[config.mk]
export PLATFORM = sky130hd
export DESIGN_NAME = serdes_lane_aligned
export DESIGN_NICKNAME = d
export VERILOG_FILES = /design/src/rtl/serdes_lane_aligned.sv
export SDC_FILE = /design/constraint.sdc
export NUM_CORES = 1
export LEC_CHECK = 0
export CAP_MARGIN = 20
export CORE_AREA = 2 2 78 80
export CTS_BUF_LIST = sky130_fd_sc_hd__clkbuf_4 sky130_fd_sc_hd__clkbuf_8 sky130_fd_sc_hd__clkbuf_16
export CTS_CLUSTER_DIAMETER = 200
export DETAILED_ROUTE_END_ITERATION = 10
export DIE_AREA = 0 0 80 82
export SYNTH_ARGS = -nofsm -noshare
export SYNTH_HDL_FRONTEND = slang
export SYNTH_SLANG_ARGS = --single-unit
[constraint.sdc]
create_clock -name fastClk -period 2.55 [get_ports fastClk]
set_input_delay 0.51 -clock fastClk [delete_from_list [all_inputs] [get_ports fastClk]]
set_output_delay 0.51 -clock fastClk [all_outputs]
set_load 0.05 [all_outputs]
[src/rtl/serdes_lane_aligned.sv]
// Single-lane bit-clock serdes: handshaked serializer with idle-comma fill,
// and a deserializer with comma word alignment, lock hysteresis and loopback.
module serdes_lane_aligned #(
   parameter int               WIDTH        = 10,
   parameter logic [WIDTH-1:0] COMMA        = 10'b0011111010,
   parameter int               LOCK_COUNT   = 4,
   parameter int               UNLOCK_COUNT = 3
) (
   input  logic             fastClk,
   input  logic             reset_n,
   output logic             tx_p,
   output logic             tx_n,
   input  logic             rx_p,
   input  logic             rx_n,
   input  logic [WIDTH-1:0] txData,
   input  logic             txValid,
   output logic             txReady,
   output logic [WIDTH-1:0] rxData,
   output logic             rxValid,
   input  logic             loopback,
   input  logic             alignEnable,
   output logic             locked,
   output logic             rxError
);

   // state  | meaning
   // HUNT   | searching for a comma at any bit offset
   // VERIFY | comma found, confirming it repeats on the word boundary
   // LOCKED | boundary trusted, words delivered on rxValid
   typedef enum logic [1:0] {HUNT, VERIFY, LOCKED} state_t;

   localparam int CW = $clog2(WIDTH);
   localparam int MW = $clog2(LOCK_COUNT + 1);
   localparam int UW = $clog2(UNLOCK_COUNT + 1);

   localparam logic [CW-1:0] LAST      = CW'(WIDTH - 1);
   localparam logic [MW-1:0] MATCH_MAX = MW'(LOCK_COUNT);
   localparam logic [MW-1:0] MATCH_M1  = MW'(LOCK_COUNT - 1);
   localparam logic [UW-1:0] MISS_MAX  = UW'(UNLOCK_COUNT);
   localparam logic [UW-1:0] MISS_M1   = UW'(UNLOCK_COUNT - 1);

   logic [WIDTH-1:0] tx_sr;
   logic [CW-1:0]    tx_cnt;
   logic [CW-1:0]    rx_cnt;
   logic [WIDTH-1:0] win;
   logic [MW-1:0]    match_cnt;
   logic [UW-1:0]    miss_cnt;
   state_t           state;

   logic             diff_bad;
   logic             rx_bit;
   logic [WIDTH-1:0] win_next;
   logic             boundary;
   logic             comma_seen;

   assign tx_p    = tx_sr[WIDTH-1];
   assign tx_n    = ~tx_sr[WIDTH-1];
   assign txReady = reset_n && (tx_cnt == LAST);

   always_ff @(posedge fastClk) begin
      if (!reset_n) begin
         tx_sr  <= '0;
         tx_cnt <= '0;
      end else if (tx_cnt == LAST) begin
         tx_sr  <= txValid ? txData : COMMA;
         tx_cnt <= '0;
      end else begin
         tx_sr  <= {tx_sr[WIDTH-2:0], 1'b0};
         tx_cnt <= tx_cnt + CW'(1);
      end
   end

   // A non-differential external pair is captured as 0 and flagged.
   assign diff_bad   = !loopback && (rx_p == rx_n);
   assign rx_bit     = loopback ? tx_p : (diff_bad ? 1'b0 : rx_p);
   assign win_next   = {win[WIDTH-2:0], rx_bit};
   assign boundary   = (rx_cnt == LAST);
   assign comma_seen = (win_next == COMMA);

   always_ff @(posedge fastClk) begin
      if (!reset_n) begin
         win       <= '0;
         rx_cnt    <= '0;
         rxData    <= '0;
         rxValid   <= 1'b0;
         rxError   <= 1'b0;
         locked    <= 1'b0;
         match_cnt <= '0;
         miss_cnt  <= '0;
         state     <= HUNT;
      end else begin
         win     <= win_next;
         rxError <= diff_bad;
         rxValid <= 1'b0;
         rx_cnt  <= boundary ? '0 : rx_cnt + CW'(1);
         if (boundary) rxData <= win_next;

         if (!alignEnable) begin
            state     <= HUNT;
            locked    <= 1'b0;
            match_cnt <= '0;
            miss_cnt  <= '0;
            rxValid   <= boundary;
         end else begin
            case (state)
               HUNT: begin
                  if (comma_seen) begin
                     rx_cnt    <= '0;
                     rxData    <= win_next;
                     match_cnt <= MW'(1);
                     if (LOCK_COUNT == 1) begin
                        state  <= LOCKED;
                        locked <= 1'b1;
                     end else begin
                        state  <= VERIFY;
                     end
                  end
               end
               VERIFY: begin
                  if (boundary) begin
                     if (comma_seen) begin
                        if (match_cnt != MATCH_MAX) match_cnt <= match_cnt + MW'(1);
                        if (match_cnt >= MATCH_M1) begin
                           state  <= LOCKED;
                           locked <= 1'b1;
                        end
                     end else begin
                        state     <= HUNT;
                        match_cnt <= '0;
                     end
                  end
               end
               LOCKED: begin
                  if (boundary) begin
                     rxValid <= 1'b1;
                     if (comma_seen) miss_cnt <= '0;
                  end else if (comma_seen) begin
                     // Comma off the trusted boundary: count towards unlock.
                     if (miss_cnt >= MISS_M1) begin
                        state     <= HUNT;
                        locked    <= 1'b0;
                        match_cnt <= '0;
                        miss_cnt  <= '0;
                     end else if (miss_cnt != MISS_MAX) begin
                        miss_cnt  <= miss_cnt + UW'(1);
                     end
                  end
               end
               default: begin
                  state  <= HUNT;
                  locked <= 1'b0;
               end
            endcase
         end
      end
   end

endmodule

==> out/qor.yml, run 1 <==
timing:
  max-slew-margin-rel: 0.631
  fmax_ghz: 0.413
  setup_tns_ps: 0
  hold_violations: 0
  fin_crit_ps: 2420
  rsz0062_at_grt: "no"
  fin_crit_sh: 0.949
  setup_violations: 0
  fin_skew_ps: 5.37
  max_slew.worst_pin.slew_ps: 552
  worst_slack_ps: 129
  holdWs_ps: 435
  final-max-slew-violation-count: 0
synthesis:
  synth_flop_cell: "dfxtp_1"
  synth_seq_cells: 47
  synth.area.top_cells: "dfxtp_1, nand2_1, ha_1"
  synth_area_sq_um: 1950
  synth_xor_area_frac: 0.0180
  yosysSeqAreaShare: 0.484
  synthSimpleGateAreaFrac: 0.244
  ys_warn_count: 0
  synth_top_area_cell: "dfxtp_1"
  async_flop_share: 0
  ys_types: 39
  synthAdderAreaFrac: 0.0514
  synth_compound_area_frac: 0.142
  synth_edf_count: 0
  syn_area_per_cell_sq_um: 8.80
  synth_top_family_by_area: "simple AND/OR/NAND/NOR gates"
  synth_cells: 221
  synth.area.mux_share: 0.0206
  synth_nets: 246
  synth_top_area_frac: 0.484
layout:
  final_common_cell: "dfxtp_1"
  seq_area_sq_um: 941
  postLayoutCellArea_sq_um: 2540
  multi_input_comb_area_sq_um: 926
  final_util: 0.441
  fillers: 612
  finalNetCount: 289
  layout.cells.non_filler: 340
  layout_common_cells: "dfxtp_1, nand2_1, clkdlybuf4s50_1"
  drive_above_1_share: 0.102
  diodes: 0
  syn_to_final_growth_pct: 30.4
clock_tree:
  cts-root-buf: "clkbuf_8"
  cts_buffers: 5
  cts_hold_buf: 0
  cts_tree: "yes"
  max-clock-path-buffers: 2
  cts_setup_buffers: 0
  insertion_delay_ps: 300
  cts_max_level: 2
  path_clk_slew_ps: 90
  cts_num_sinks: 47
  cts_resized: 0
detailed_routing:
  routed_via_density: 4.80
  vias: 1633
  drt_iter0_markers: 83
  wl_met3_um: 238
  dr.pass1.iters: 4
  antenna_left: 0
  drt_wl_total_um: 3980
  wl_met1_um: 1880
  wl_met2_um: 1790
  top_layer: "met4"
  wl_per_cell_um: 11.7
  drcViolationCount: 0
critical_path:
  critPathArrivalTime_ps: 2600
  start_kind: "primary input"
  crit_chain: "clkdlybuf4s50_1, a211o_1, or4_4, a221o_1, o311ai_1, o31ai_1"
  worstSetupPathType: "primary input to flip-flop"
  cp.depth: 6
  worst-path-max-fanout: 5
  r2r_cells: 5
  critPathBufInv: 1
  slowest_delay_ps: 520
  cpMaxStageDelayCell: "or4_4"
  cp-end-kind: "flip-flop"
  crit_family: "compound AO/OA/AOI/OAI gates"
  required_ps: 2730
global_routing:
  grt_pass1_wl_um: 6610
  grt_pass1_vias: 1472
  grt_max_degree: 16
  grt_usage: 0.131
  antenna_found_initial: 0
  gr-total-overflow: 0
place:
  gp_congestion: 0.743
  port-buffer-count: 32
  dp_cells: 332
  dpl_cell_area_sq_um: 2440
  dp_worst_setup_slack_ps: -163
  dp_hpwl_um: 2990
floorplan:
  die-area_sq_um: 6560
  fp-row-count: 28
  fp.dieH_um: 82
  core_sq_um: 5750
  die_x_um: 80
  ioPinCount: 33
  start_util: 0.339
hold_path:
  worstHoldPathCells: 2
  hold_path.class: "flip-flop to flip-flop"
pwr:
  p_total_mw: 1.30
  power.density_nw_per_um2: 513
  p_leak_nw: 0.925
  ir_drop_mv: 0.254
job:
  cap_violations: 0
run_status:
  outcome: "finished, final reports clean"
[cells in the mapped netlist (2+ instances only)]
cell type and n:
dfxtp_1 47, nand2_1 34, nor2_1 21, and2_1 11, inv_1 11, a21oi_1 10, clkbuf_1 9, o21ai_0 9
ha_1 8, nand3_1 7, a31oi_1 6, nor3_1 5, mux2i_1 4, a211oi_1 3, a22o_1 3, nand3b_1 3
nand4_1 3, and3_1 2, nor2b_1 2, o311ai_1 2, xnor2_1 2, xor2_1 2
[area by class of cell]
cell class                      instances  share of cell area
Clock buffer                            6              0.0326
Clock inverter                          2             0.00641
Inverter                               11              0.0163
Multi-Input combinational cell        153               0.365
Sequential cell                        47               0.371
Tap cell                               75              0.0370
Timing Repair Buffer                   46               0.172
[state kept, by name, indices dropped and copies added, names as in the netlist]
signal	flops
locked	1
match_cnt	3
miss_cnt	2
rxData	10
rxError	1
rxValid	1
rx_cnt	4
state	2
tx_cnt	4
tx_sr	10
win	9
[per-layer routing]
layer,vias up,GRT usage
met5,-,0
met4,0,0.0729
met3,8,0.0385
met2,42,0.199
met1,740,0.165
li1,843,-
[worst min-delay path, cell delays in order, from the launching register on]
cell	delay, ps
dfxtp_1	310
nand2_1	40
o21ai_0	50
[worst paths after layout]
path / start / end / slack (ps)
max: loopback / state[0]$_SDFFE_PN0P_ / 130
min: tx_sr[5]$_SDFF_PN0_ / tx_sr[6]$_SDFF_PN0_ / 430
min reg2reg: tx_sr[5]$_SDFF_PN0_ / tx_sr[6]$_SDFF_PN0_ / 430
max reg2reg: tx_sr[9]$_SDFF_PN0_ / state[0]$_SDFFE_PN0P_ / 420
[power breakdown]
group | leakage (nW) | switching (mW) | internal, mW
clock | 0.0474 | 0.251 | 0.221
sequential | 0.380 | 0.00951 | 0.743
combinational | 0.498 | 0.0350 | 0.0412
total | 0.925 | 0.296 | 1.01
[logic make-up after synthesis]
| group | after synthesis |
|---|---|
| AOI/OAI and AO/OA | 42 |
| DFF | 47 |
| adders and majority gates | 8 |
| and+or+nand+nor | 95 |
| muxes | 4 |
| xor gates and xnor gates | 4 |
| buffers and inverters | 21 |
Power figures use the tool's default switching activity.
==> run 2: changes to the inputs <==
- clock period: 2.55 -> 2.9 ns (I/O delays scaled with it)
==> run 2 against run 1 <==
- power up 0.41%
- first-iteration DRC count shrank 25%
- hold slack better by 2.9 ps
- cell count is 2.4% lower
- largest cell class unchanged
- sequential share of layout area up 0.28 points
- clock power rose by 23%
- non-clock buffer count decreased by 8
- flip-flop and latch count unchanged
==> out/qor.yml, run 2 (same netlist as run 1, synthesis figures left out) <==
timing:
  setup_violations: 0  # unchanged
  max_slew.worst_pin.slew_ps: 530  # -22.8 ps
  fin_crit_sh: 0.870
  rsz0062_at_grt: "no"
  fin_skew_ps: 7.05  # +1.68 ps
  holdWs_ps: 438  # +2.91 ps
  setup_tns_ps: 0  # unchanged
  final-max-slew-violation-count: 0  # unchanged
  max-slew-margin-rel: 0.646  # +0.0152
  hold_violations: 0  # unchanged
  fmax_ghz: 0.396
  fin_crit_ps: 2520
  worst_slack_ps: 377  # +248 ps
place:
  dp_worst_setup_slack_ps: 50.2  # +214 ps
  dp_hpwl_um: 2960  # -0.93%
  gp_congestion: 0.837  # +13%
  port-buffer-count: 32  # unchanged
floorplan:
  core_sq_um: 5750  # unchanged
  fp.dieH_um: 82  # unchanged
  ioPinCount: 33  # unchanged
  die_x_um: 80  # unchanged
  fp-row-count: 28  # unchanged
  start_util: 0.339  # unchanged
  die-area_sq_um: 6560  # unchanged
global_routing:
  grt_max_degree: 17  # +1
  grt_usage: 0.131  # +0.000283
  antenna_found_initial: 0  # unchanged
  grt_pass1_wl_um: 6630  # +0.30%
  grt_pass1_vias: 1461  # -0.75%
  gr-total-overflow: 0  # unchanged
critical_path:
  r2r_setup_slack_ps: 750  # +330 ps
  start_kind: "primary input"
  required_ps: 3130  # +400 ps
  critPathArrivalTime_ps: 2750  # +150 ps
  worstSetupPathType: "primary input to flip-flop"
  r2r_cells: 5  # unchanged
  cp-end-kind: "flip-flop"
  worst-path-max-fanout: 5  # unchanged
clock_tree:
  cts-root-buf: "clkbuf_8"
  cts_hold_buf: 0  # unchanged
  cts_buffers: 5  # unchanged
  insertion_delay_ps: 300  # about the same
  cts_num_sinks: 47  # unchanged
  cts_tree: "yes"
  cts_resized: 0  # unchanged
  path_clk_slew_ps: 90  # about the same
  cts_setup_buffers: 0  # unchanged
  max-clock-path-buffers: 2  # unchanged
  cts_max_level: 2  # unchanged
run_status:
  outcome: "finished, final reports clean"
detailed_routing:
  wl_per_cell_um: 11.8  # +0.63%
  vias: 1600  # -2.0%
  drt_wl_total_um: 3910  # -1.7%
  drcViolationCount: 0  # unchanged
  antenna_left: 0  # unchanged
  drt_iter0_markers: 62  # -25%
  routed_via_density: 4.82  # +0.34%
  dr.pass1.iters: 4  # unchanged
layout:
  diodes: 0  # unchanged
  finalNetCount: 281  # -2.8%
  syn_to_final_growth_pct: 29.4
  layout_common_cells: "dfxtp_1, nand2_1, clkdlybuf4s50_1"
  largest_registers: "rxData: 10 flops, tx_sr: 10 flops, win: 9 flops"
  drive_above_1_share: 0.0739  # -0.0280
  fillers: 587  # -4.1%
  final_common_cell: "dfxtp_1"
hold_path:
  hold_path.class: "flip-flop to flip-flop"
  worstHoldPathCells: 2  # unchanged
job:
  cap_violations: 0  # unchanged
pwr:
  p_leak_nw: 0.909  # -1.8%
  power.density_nw_per_um2: 519  # +1.2%
  ir_drop_mv: 0.219  # -14%
==> run 2: final timing paths <==
| kind | start | to |
|---|---|---|
| setup reg to reg | tx_sr[9]$_SDFF_PN0_ | match_cnt[1]$_SDFFE_PN0P_ |
| hold / removal | tx_sr[2]$_SDFF_PN0_ | tx_sr[3]$_SDFF_PN0_ |
| setup / recovery | loopback | match_cnt[1]$_SDFFE_PN0P_ |
| hold reg to reg | tx_sr[2]$_SDFF_PN0_ | tx_sr[3]$_SDFF_PN0_ |
==> run 2: metal layers <==
layer	vias up	GRT usage	share of wire
met3	6	0.0440	0.056
met1	718	0.164	0.47
li1	832	-	-
met4	0	0.0508	0.0095
met5	-	0	0
met2	44	0.208	0.47
==> run 2: per-stage QoR <==
stage | power, mW | std cells | cell area (sq um) | util
after floorplan | 0.708 | 221 | 1950 | -
after CTS | 1.32 | 332 | 2520 | 0.438
after detailed placement | 0.742 | 324 | 2380 | 0.414
final | 1.31 | 332 | 2520 | 0.438
after global routing | 1.36 | 332 | 2520 | 0.438
after global placement | 0.741 | 324 | 2380 | 0.414
==> run 2: where the power goes <==
part           leakage, nW  internal (mW)  switching, mW
clock               0.0703          0.350          0.231
combinational        0.459         0.0337         0.0303
sequential           0.380          0.654        0.00815
total                0.909           1.04          0.270
==> run 2: area by class of cell <==
class                   count  area (sq um)  area share
inverters                  11          41.3      0.0164
clock buffers               5          68.8      0.0273
repair buffers             38           375       0.149
flip-flops and latches     47           941       0.374
multi-input cells         153           926       0.368
well taps                  75          93.8      0.0373
clock inverters             3          71.3      0.0283
==> run 2: worst max-delay path, stage by stage <==
cell and delay [ps]:
clkdlybuf4s50_1 480, a211o_1 330, or4_4 530, a221oi_2 340
and3_1 280, mux2i_1 200
